===== src/rtl/load_queue_pkg.sv =====
// Shared constants, bus payloads and entry state for the load queue.
package load_queue_pkg;

    localparam int unsigned NUM_FU_LOAD   = 2;
    localparam int unsigned LU_LEN        = NUM_FU_LOAD;
    localparam int unsigned NUM_LU_DCACHE = 1;
    localparam int unsigned N             = 2;
    localparam int unsigned SQ_IDX_BITS   = 3;
    localparam int unsigned PRN_BITS      = 6;
    localparam int unsigned ROB_BITS      = 5;
    localparam int unsigned XLEN          = 32;
    localparam int unsigned MEM_FUNC_BITS = 3;
    localparam int unsigned LQ_IDX_BITS   = (NUM_FU_LOAD > 1) ? $clog2(NUM_FU_LOAD) : 1;

    typedef logic [MEM_FUNC_BITS-1:0] mem_func_t;

    localparam mem_func_t FUNC_LB  = 3'b000;
    localparam mem_func_t FUNC_LH  = 3'b001;
    localparam mem_func_t FUNC_LW  = 3'b010;
    localparam mem_func_t FUNC_LBU = 3'b100;
    localparam mem_func_t FUNC_LHU = 3'b101;

    typedef enum logic [2:0] {
        LQ_EMPTY = 3'd0,
        LQ_ADDR  = 3'd1,
        LQ_REQ   = 3'd2,
        LQ_WAIT  = 3'd3,
        LQ_READY = 3'd4
    } load_state_t;

    typedef struct packed {
        logic                   valid;
        logic [XLEN-1:0]        base;
        logic [XLEN-1:0]        offset;
        mem_func_t              func;
        logic [PRN_BITS-1:0]    dest_prn;
        logic [ROB_BITS-1:0]    robn;
        logic [SQ_IDX_BITS-1:0] sq_idx;
    } rs_lq_packet_t;

    typedef struct packed {
        logic                valid;
        logic [PRN_BITS-1:0] dest_prn;
        logic [ROB_BITS-1:0] robn;
        logic [XLEN-1:0]     result;
    } fu_packet_t;

    typedef struct packed {
        logic                   valid;
        logic [XLEN-1:0]        addr;
        logic [LQ_IDX_BITS-1:0] lq_idx;
    } lq_dcache_packet_t;

    typedef struct packed {
        logic                   valid;
        logic [LQ_IDX_BITS-1:0] lq_idx;
        logic [XLEN-1:0]        data;
    } dcache_lq_packet_t;

    // Per-entry payload held while the load is in flight.
    typedef struct packed {
        logic [XLEN-1:0]        addr;
        mem_func_t              func;
        logic [PRN_BITS-1:0]    dest_prn;
        logic [ROB_BITS-1:0]    robn;
        logic [SQ_IDX_BITS-1:0] sq_idx;
        logic [XLEN-1:0]        result;
    } lq_entry_t;

endpackage


===== src/rtl/load_queue_data_extract.sv =====
// Combinational RV32 load extraction: picks the byte/half/word lane and extends it.
module load_data_extract
    import load_queue_pkg::*;
(
    input  logic [XLEN-1:0] word,
    input  logic [1:0]      byte_off,
    input  mem_func_t       func,
    output logic [XLEN-1:0] result_c
);

    logic [7:0]  lane_b;
    logic [15:0] lane_h;

    always_comb begin
        lane_b = word[7:0];
        case (byte_off)
            2'd0:    lane_b = word[7:0];
            2'd1:    lane_b = word[15:8];
            2'd2:    lane_b = word[23:16];
            default: lane_b = word[31:24];
        endcase
        lane_h = byte_off[1] ? word[31:16] : word[15:0];

        result_c = word;
        case (func)
            FUNC_LB:  result_c = {{24{lane_b[7]}}, lane_b};
            FUNC_LH:  result_c = {{16{lane_h[15]}}, lane_h};
            FUNC_LW:  result_c = word;
            FUNC_LBU: result_c = {24'd0, lane_b};
            FUNC_LHU: result_c = {16'd0, lane_h};
            default:  result_c = word;
        endcase
    end

endmodule


===== src/rtl/load_queue.sv =====
// Load queue: per-entry address/forward/dcache/complete sequencing for the load units.
// Optional LQ_DEBUG_EN adds lq_state_dbg and per-transition trace messages.
module load_queue
    import load_queue_pkg::*;
(
    input  logic                                      clock,
    input  logic                                      reset,
    input  rs_lq_packet_t     [NUM_FU_LOAD-1:0]       rs_lq_packet,
    output logic              [NUM_FU_LOAD-1:0]       load_rs_avail,
    input  logic              [LU_LEN-1:0]            load_selected,
    output logic              [LU_LEN-1:0]            load_prepared,
    output fu_packet_t        [LU_LEN-1:0]            load_packet,
    output logic              [NUM_FU_LOAD-1:0][XLEN-1:0] sq_addr,
    output logic              [NUM_FU_LOAD-1:0][SQ_IDX_BITS-1:0] store_range,
    output mem_func_t         [NUM_FU_LOAD-1:0]       load_byte_info,
    input  logic              [NUM_FU_LOAD-1:0][XLEN-1:0] value,
    input  logic              [NUM_FU_LOAD-1:0]       fwd_valid,
    input  dcache_lq_packet_t [N-1:0]                 dcache_lq_packet,
    input  logic              [NUM_LU_DCACHE-1:0]     load_req_accept,
    input  logic              [NUM_LU_DCACHE-1:0][XLEN-1:0] load_req_data,
    input  logic              [NUM_LU_DCACHE-1:0]     load_req_data_valid,
    output lq_dcache_packet_t [NUM_LU_DCACHE-1:0]     lq_dcache_packet
`ifdef LQ_DEBUG_EN
    ,
    output logic              [NUM_FU_LOAD-1:0][2:0]  lq_state_dbg
`endif
);

    load_state_t state_q [NUM_FU_LOAD];
    load_state_t state_d [NUM_FU_LOAD];
    lq_entry_t   entry_q [NUM_FU_LOAD];
    lq_entry_t   entry_d [NUM_FU_LOAD];

    logic [NUM_FU_LOAD-1:0][XLEN-1:0] raw_word;
    logic [NUM_FU_LOAD-1:0][XLEN-1:0] extracted;
    logic [NUM_FU_LOAD-1:0]           req_accept;
    logic [NUM_FU_LOAD-1:0]           req_hit;
    logic [NUM_FU_LOAD-1:0]           ret_hit;

    logic              [NUM_FU_LOAD-1:0]                  rs_avail_d;
    logic              [LU_LEN-1:0]                       prepared_d;
    fu_packet_t        [LU_LEN-1:0]                       packet_d;
    logic              [NUM_FU_LOAD-1:0][XLEN-1:0]        sq_addr_d;
    logic              [NUM_FU_LOAD-1:0][SQ_IDX_BITS-1:0] store_range_d;
    mem_func_t         [NUM_FU_LOAD-1:0]                  byte_info_d;
    lq_dcache_packet_t [NUM_LU_DCACHE-1:0]                dc_pkt_d;
    logic              [NUM_FU_LOAD-1:0]                  req_left;
    logic                                                 found;

    // Data source per entry: forwarded word, same-cycle hit data, or broadcast miss data.
    always_comb begin
        for (int unsigned i = 0; i < NUM_FU_LOAD; i++) begin
            raw_word[i]   = '0;
            req_accept[i] = 1'b0;
            req_hit[i]    = 1'b0;
            ret_hit[i]    = 1'b0;
            case (state_q[i])
                LQ_ADDR: raw_word[i] = value[i];
                LQ_REQ: begin
                    for (int unsigned k = 0; k < NUM_LU_DCACHE; k++) begin
                        if (lq_dcache_packet[k].valid && load_req_accept[k] &&
                            lq_dcache_packet[k].lq_idx == LQ_IDX_BITS'(i)) begin
                            req_accept[i] = 1'b1;
                            req_hit[i]    = load_req_data_valid[k];
                            raw_word[i]   = load_req_data[k];
                        end
                    end
                end
                LQ_WAIT: begin
                    // Scan high to low so the lowest matching port wins.
                    for (int j = int'(N) - 1; j >= 0; j--) begin
                        if (dcache_lq_packet[j].valid &&
                            dcache_lq_packet[j].lq_idx == LQ_IDX_BITS'(i)) begin
                            ret_hit[i]  = 1'b1;
                            raw_word[i] = dcache_lq_packet[j].data;
                        end
                    end
                end
                default: ;
            endcase
        end
    end

    for (genvar g = 0; g < NUM_FU_LOAD; g++) begin : g_extract
        load_data_extract u_extract (
            .word     (raw_word[g]),
            .byte_off (entry_q[g].addr[1:0]),
            .func     (entry_q[g].func),
            .result_c (extracted[g])
        );
    end

    // Next state, entry payload and next-cycle output values.
    always_comb begin
        rs_avail_d    = '0;
        prepared_d    = '0;
        packet_d      = '0;
        sq_addr_d     = '0;
        store_range_d = '0;
        byte_info_d   = '0;
        dc_pkt_d      = '0;
        req_left      = '0;
        found         = 1'b0;

        for (int unsigned i = 0; i < NUM_FU_LOAD; i++) begin
            state_d[i] = state_q[i];
            entry_d[i] = entry_q[i];

            case (state_q[i])
                LQ_EMPTY: begin
                    if (rs_lq_packet[i].valid) begin
                        entry_d[i].addr     = rs_lq_packet[i].base + rs_lq_packet[i].offset;
                        entry_d[i].func     = rs_lq_packet[i].func;
                        entry_d[i].dest_prn = rs_lq_packet[i].dest_prn;
                        entry_d[i].robn     = rs_lq_packet[i].robn;
                        entry_d[i].sq_idx   = rs_lq_packet[i].sq_idx;
                        entry_d[i].result   = '0;
                        state_d[i]          = LQ_ADDR;
                    end
                end
                LQ_ADDR: begin
                    if (fwd_valid[i]) begin
                        entry_d[i].result = extracted[i];
                        state_d[i]        = LQ_READY;
                    end else begin
                        state_d[i] = LQ_REQ;
                    end
                end
                LQ_REQ: begin
                    if (req_accept[i]) begin
                        if (req_hit[i]) begin
                            entry_d[i].result = extracted[i];
                            state_d[i]        = LQ_READY;
                        end else begin
                            state_d[i] = LQ_WAIT;
                        end
                    end
                end
                LQ_WAIT: begin
                    if (ret_hit[i]) begin
                        entry_d[i].result = extracted[i];
                        state_d[i]        = LQ_READY;
                    end
                end
                LQ_READY: begin
                    if (load_selected[i]) begin
                        state_d[i] = LQ_EMPTY;
                    end
                end
                default: state_d[i] = LQ_EMPTY;
            endcase

            rs_avail_d[i] = (state_d[i] == LQ_EMPTY);
            req_left[i]   = (state_d[i] == LQ_REQ);
            if (state_d[i] == LQ_ADDR) begin
                sq_addr_d[i]     = entry_d[i].addr;
                store_range_d[i] = entry_d[i].sq_idx;
                byte_info_d[i]   = entry_d[i].func;
            end
            if (state_d[i] == LQ_READY) begin
                prepared_d[i]        = 1'b1;
                packet_d[i].valid    = 1'b1;
                packet_d[i].dest_prn = entry_d[i].dest_prn;
                packet_d[i].robn     = entry_d[i].robn;
                packet_d[i].result   = entry_d[i].result;
            end
        end

        // Port k takes the k-th lowest-index entry that will be in REQ.
        for (int unsigned k = 0; k < NUM_LU_DCACHE; k++) begin
            found = 1'b0;
            for (int unsigned i = 0; i < NUM_FU_LOAD; i++) begin
                if (!found && req_left[i]) begin
                    found              = 1'b1;
                    req_left[i]        = 1'b0;
                    dc_pkt_d[k].valid  = 1'b1;
                    dc_pkt_d[k].addr   = {entry_d[i].addr[XLEN-1:2], 2'b00};
                    dc_pkt_d[k].lq_idx = LQ_IDX_BITS'(i);
                end
            end
        end
    end

    always_ff @(posedge clock) begin
        if (reset) begin
            for (int unsigned i = 0; i < NUM_FU_LOAD; i++) begin
                state_q[i] <= LQ_EMPTY;
                entry_q[i] <= '0;
            end
            load_rs_avail    <= '1;
            load_prepared    <= '0;
            load_packet      <= '0;
            sq_addr          <= '0;
            store_range      <= '0;
            load_byte_info   <= '0;
            lq_dcache_packet <= '0;
        end else begin
            for (int unsigned i = 0; i < NUM_FU_LOAD; i++) begin
                state_q[i] <= state_d[i];
                entry_q[i] <= entry_d[i];
            end
            load_rs_avail    <= rs_avail_d;
            load_prepared    <= prepared_d;
            load_packet      <= packet_d;
            sq_addr          <= sq_addr_d;
            store_range      <= store_range_d;
            load_byte_info   <= byte_info_d;
            lq_dcache_packet <= dc_pkt_d;
        end
    end

`ifdef LQ_DEBUG_EN
    always_comb begin
        for (int unsigned i = 0; i < NUM_FU_LOAD; i++) begin
            lq_state_dbg[i] = 3'(state_q[i]);
        end
    end

    always_ff @(posedge clock) begin
        if (!reset) begin
            for (int unsigned i = 0; i < NUM_FU_LOAD; i++) begin
                if (state_d[i] != state_q[i]) begin
                    $display("load_queue entry %0d: %s -> %s", i,
                             state_q[i].name(), state_d[i].name());
                end
            end
        end
    end
`endif

endmodule


===== config.mk =====
export PLATFORM = sky130hd
export DESIGN_NAME = load_queue
export DESIGN_NICKNAME = d
export VERILOG_FILES = /design/src/rtl/load_queue_pkg.sv /design/src/rtl/load_queue_data_extract.sv /design/src/rtl/load_queue.sv
export SDC_FILE = /design/constraint.sdc
export NUM_CORES = 1
export LEC_CHECK = 0
export ABC_AREA = 1
export BUFFER_PORTS_ARGS = -buffer_cell sky130_fd_sc_hd__buf_2
export CAP_MARGIN = 20
export CORE_AREA = 2 2 208 210
export DETAILED_ROUTE_END_ITERATION = 7
export DIE_AREA = 0 0 210 212
export GPL_TIMING_DRIVEN = 1
export PLACE_DENSITY = 0.84
export SYNTH_ARGS = -nofsm -noshare
export SYNTH_HDL_FRONTEND = slang
export SYNTH_SLANG_ARGS = --single-unit

===== constraint.sdc =====
create_clock -name clock -period 2.5 [get_ports clock]
set_clock_uncertainty 0.05 [all_clocks]
set_input_delay 0.375 -clock clock [delete_from_list [all_inputs] [get_ports clock]]
set_output_delay 0.375 -clock clock [all_outputs]
set_load 0.01 [all_outputs]

==> metrics.txt <==
routed vias 21578; Tcrit/Tclk final 96.0%; netlist area before placement approximately 19000 sq um; worst skew pair latency ~0.57 ns; Worst R2R End load_packet[13]$_SDFF_PP0_; die height roughly 210 um; Clock power frac a little under two fifths; Int Pwr 11.2 mW; Final setup viols 0; all-layer global routing usage about 34%; number of enable flip-flop cells after synthesis 0; leading cell types in the layout, fill and taps excluded 567 x nand2_1, 534 x buf_2, 365 x dfxtp_1; r2r setup slk approximately 0.10 ns; layout cells sized above 1 26.5%; Synthesis Warnings 0; Worst Setup Start Kind register; clk root buf clkbuf_16; Max IR drop VDD 0.542 mV; Filler Cell Count about 4000; reg2reg start state_q[0][1]$_SDFF_PP0_; CTS clk-pin slew, worst paths 0.06 ns; Nets ~3800; Ports 538; final hold slack between 0.03 and 0.04 ns; core area roughly 43000 sq um; Synth Instances 2699; drt total wl between 70000 and 80000 um; Worst Hold Depth 3; antenna violations before repair 10; CTS tree done; Slew Limit Fails 0; layout overhead on the synthesized area 31.4%; Final Hold Fails 0; Final Critical Period 2.40 ns; Total Neg Setup Slack 0 ns; commonest non-fill, non-tap cell in the layout nand2_1; Initial Util between 40% and 50%; Post-DP HPWL 60700 um; Setup CP Type reg -> reg; Die X-Extent approximately 210 um; Flop pwr share 38.4%; Final GP Congestion approximately 1.0; fmax around 0.42 GHz; Slew headroom between 40 and 50%; CTS sink cnt ~370; Hold WC Path Type in -> reg; Yosys reg bits about 370; crit path launch state_q[0][1]$_SDFF_PP0_; FF+latch area 7330 sq um; Worst-Margin Slew 0.869 ns; TritonRoute pass-1 iters 7; Gate power share a little under a quarter; Worst Hold End store_range[5]$_SDFF_PP0_; status finished, final reports clean; switching portion of total power between 30% and 40%; switching power between 5 and 6 mW; H-tree levels 2; DRC errors left 0; Synth Flop Type dfxtp_1; Initial DRC Count about 2300; CTS buffer count 39; Worst EP required 2.91 ns; RSZ-0062 raised after global routing no; number of port buffers between 500 and 600; die area 44500 sq um; Cell variety after synth 52; # rows 76; Worst setup EP type register; total grt overflow 0; Final Power between 15 and 20 mW; hold path start rs_lq_packet[84]; asr flop ratio synth 0%; routed vias/inst 5.47; Worst EP arrival 2.81 ns; Max-Cap Viols 0; CTS Buffer Depth 3; largest net degree at the start of global routing approximately 80; area of the multi-input gates 10200 sq um; global-route wire length before repair roughly 110000 um; Max FO, Critical Path 28; Routed Antenna Nets 0; sequential-to-total area share from yosys stat ~40%; Static Leak roughly 12 nW; fin area 24800 sq um; Routed WL per cell between 15 and 20 um; Reg2Reg Depth 12; P per Cell Area around 660 nW/um^2; vias in the first global route 20136; Placed Area 23300 sq um; syn avg cell area approximately 7 sq um
[cell families (layout without fill, tap and decap cells)]
family	after synthesis	in the layout	share of synthesized area, %
XOR/XNOR	24	24	1.11
buffers and inverters	345	1036	7.45
multiplexers	41	41	2.18
adder cells (fa/ha/maj)	64	64	4.32
AO/OA/AOI/OAI	570	570	16.5
other	1	12	0.0199
flip-flops	366	366	38.8
AND/OR/NAND/NOR	1288	1288	29.6
[per-stage QoR]
stage | worst slack, ns | std cells | utilization (%)
global route | 0.0107 | 3946 | 58.3
detailed placement | -0.409 | 3857 | 54.8
CTS | 0.101 | 3937 | 58.2
floorplan | 0.104 | 2700 | -
global placement | -0.288 | 3857 | 54.8
finish | 0.100 | 3947 | 58.3
[power by group through the flow]
stage | Sequential [mW] | Combinational (mW) | Clock [mW]
2_1_floorplan | 6.41 | 2.12 | 0
3_3_place_gp | 6.39 | 3.76 | 0
3_5_place_dp | 6.40 | 3.77 | 0
4_1_cts | 6.28 | 3.82 | 6.22
5_1_grt | 6.31 | 4.23 | 6.45
6_report | 6.28 | 3.89 | 6.17
[what timing repair did]
item | CTS | global route
buffers inserted | 0 | 0
endpoints found under the setup margin | 0 | 9
hold endpoints to repair | 11 | 0
hold buffers | 9 | 0
resized for setup | 0 | 6
[cell type report]
class	count	share of cell area [%]
Multi-Input combinational cell	1989	41.0
Sequential cell	366	29.6
Timing Repair Buffer	745	17.7
Clock buffer	47	4.22
Inverter	220	3.33
Tap cell	546	2.76
Clock inverter	24	1.34
Antenna cell	10	0.101
[routing by layer]
layer / GRT usage (%) / part of all wire [%]
met1: 39.6 / 38
met2: 57.8 / 47
met3: 5.61 / 8.8
met4: 19.4 / 6.3
met5: 0 / 0
[cell usage after synthesis (4+ instances only)]
library cell  number  area [sq um]
dfxtp_1          366          7330
buf_2             41           205
nand2_1          567          2130
o21bai_1           8          60.1
nor2_2             7          43.8
xor2_1            15           131
o21ai_0          197           986
a21oi_1          236          1180
and2_1             4          25.0
nand3_1          241          1210
buf_6              4          45.0
clkbuf_1          63           236
o31ai_1           11          82.6
a21boi_0           7          52.6
nand3b_1           7          52.6
inv_1            204           766
ha_1              62           776
nor4_1             4          25.0
nor2_1           335          1260
o21ai_1           34           170
buf_4              8          60.1
inv_2             14          52.6
nand2_2            5          31.3
nand4_1           34           213
mux2i_1           41           410
a22o_1             5          43.8
nor3_1            17          85.1
buf_1              9          33.8
xnor2_1            9          78.8
nand3_2           11           110
or2_2             44           275
o211ai_1          41           308
a31oi_1            7          43.8
o21a_1             6          45.0
a21o_1             6          45.0
[flip-flops by register name (all words and copies together) (netlist names)]
| signal | flops |
|---|---|
| entry_q | 162 |
| load_packet | 86 |
| sq_addr | 64 |
| lq_dcache_packet | 32 |
| load_byte_info | 6 |
| state_q | 6 |
| store_range | 6 |
| load_prepared | 2 |
| load_rs_avail | 2 |
[worst max-delay path by stage]
| stage | endpoint | slack [ns] | depth (start not counted) |
|---|---|---|---|
| after floorplan | lq_dcache_packet[31]$_SDFF_PP0_ | 0.10 | 12 |
| after global placement | entry_q[0][148]$_SDFF_PP0_ | -0.29 | 13 |
| after detailed placement | lq_dcache_packet[31]$_SDFF_PP0_ | -0.41 | 14 |
| after CTS | lq_dcache_packet[28]$_SDFF_PP0_ | 0.10 | 13 |
| after global routing | load_packet[9]$_SDFF_PP0_ | 0.01 | 16 |
| final | load_packet[13]$_SDFF_PP0_ | 0.10 | 12 |
[critical path, cell delays in order, from the launching register on]
cell and delay, ns:
dfxtp_1 0.42, inv_2 0.07, nor2_4 0.16, nand2_1 0.14, nor2_4 0.18, buf_12 0.20
a21oi_1 0.10, o31ai_1 0.09, buf_4 0.17, o211ai_1 0.13, a21oi_1 0.16, o21ai_0 0.11
a21oi_1 0.30
Note: power is estimated with default switching activity, not from simulation.
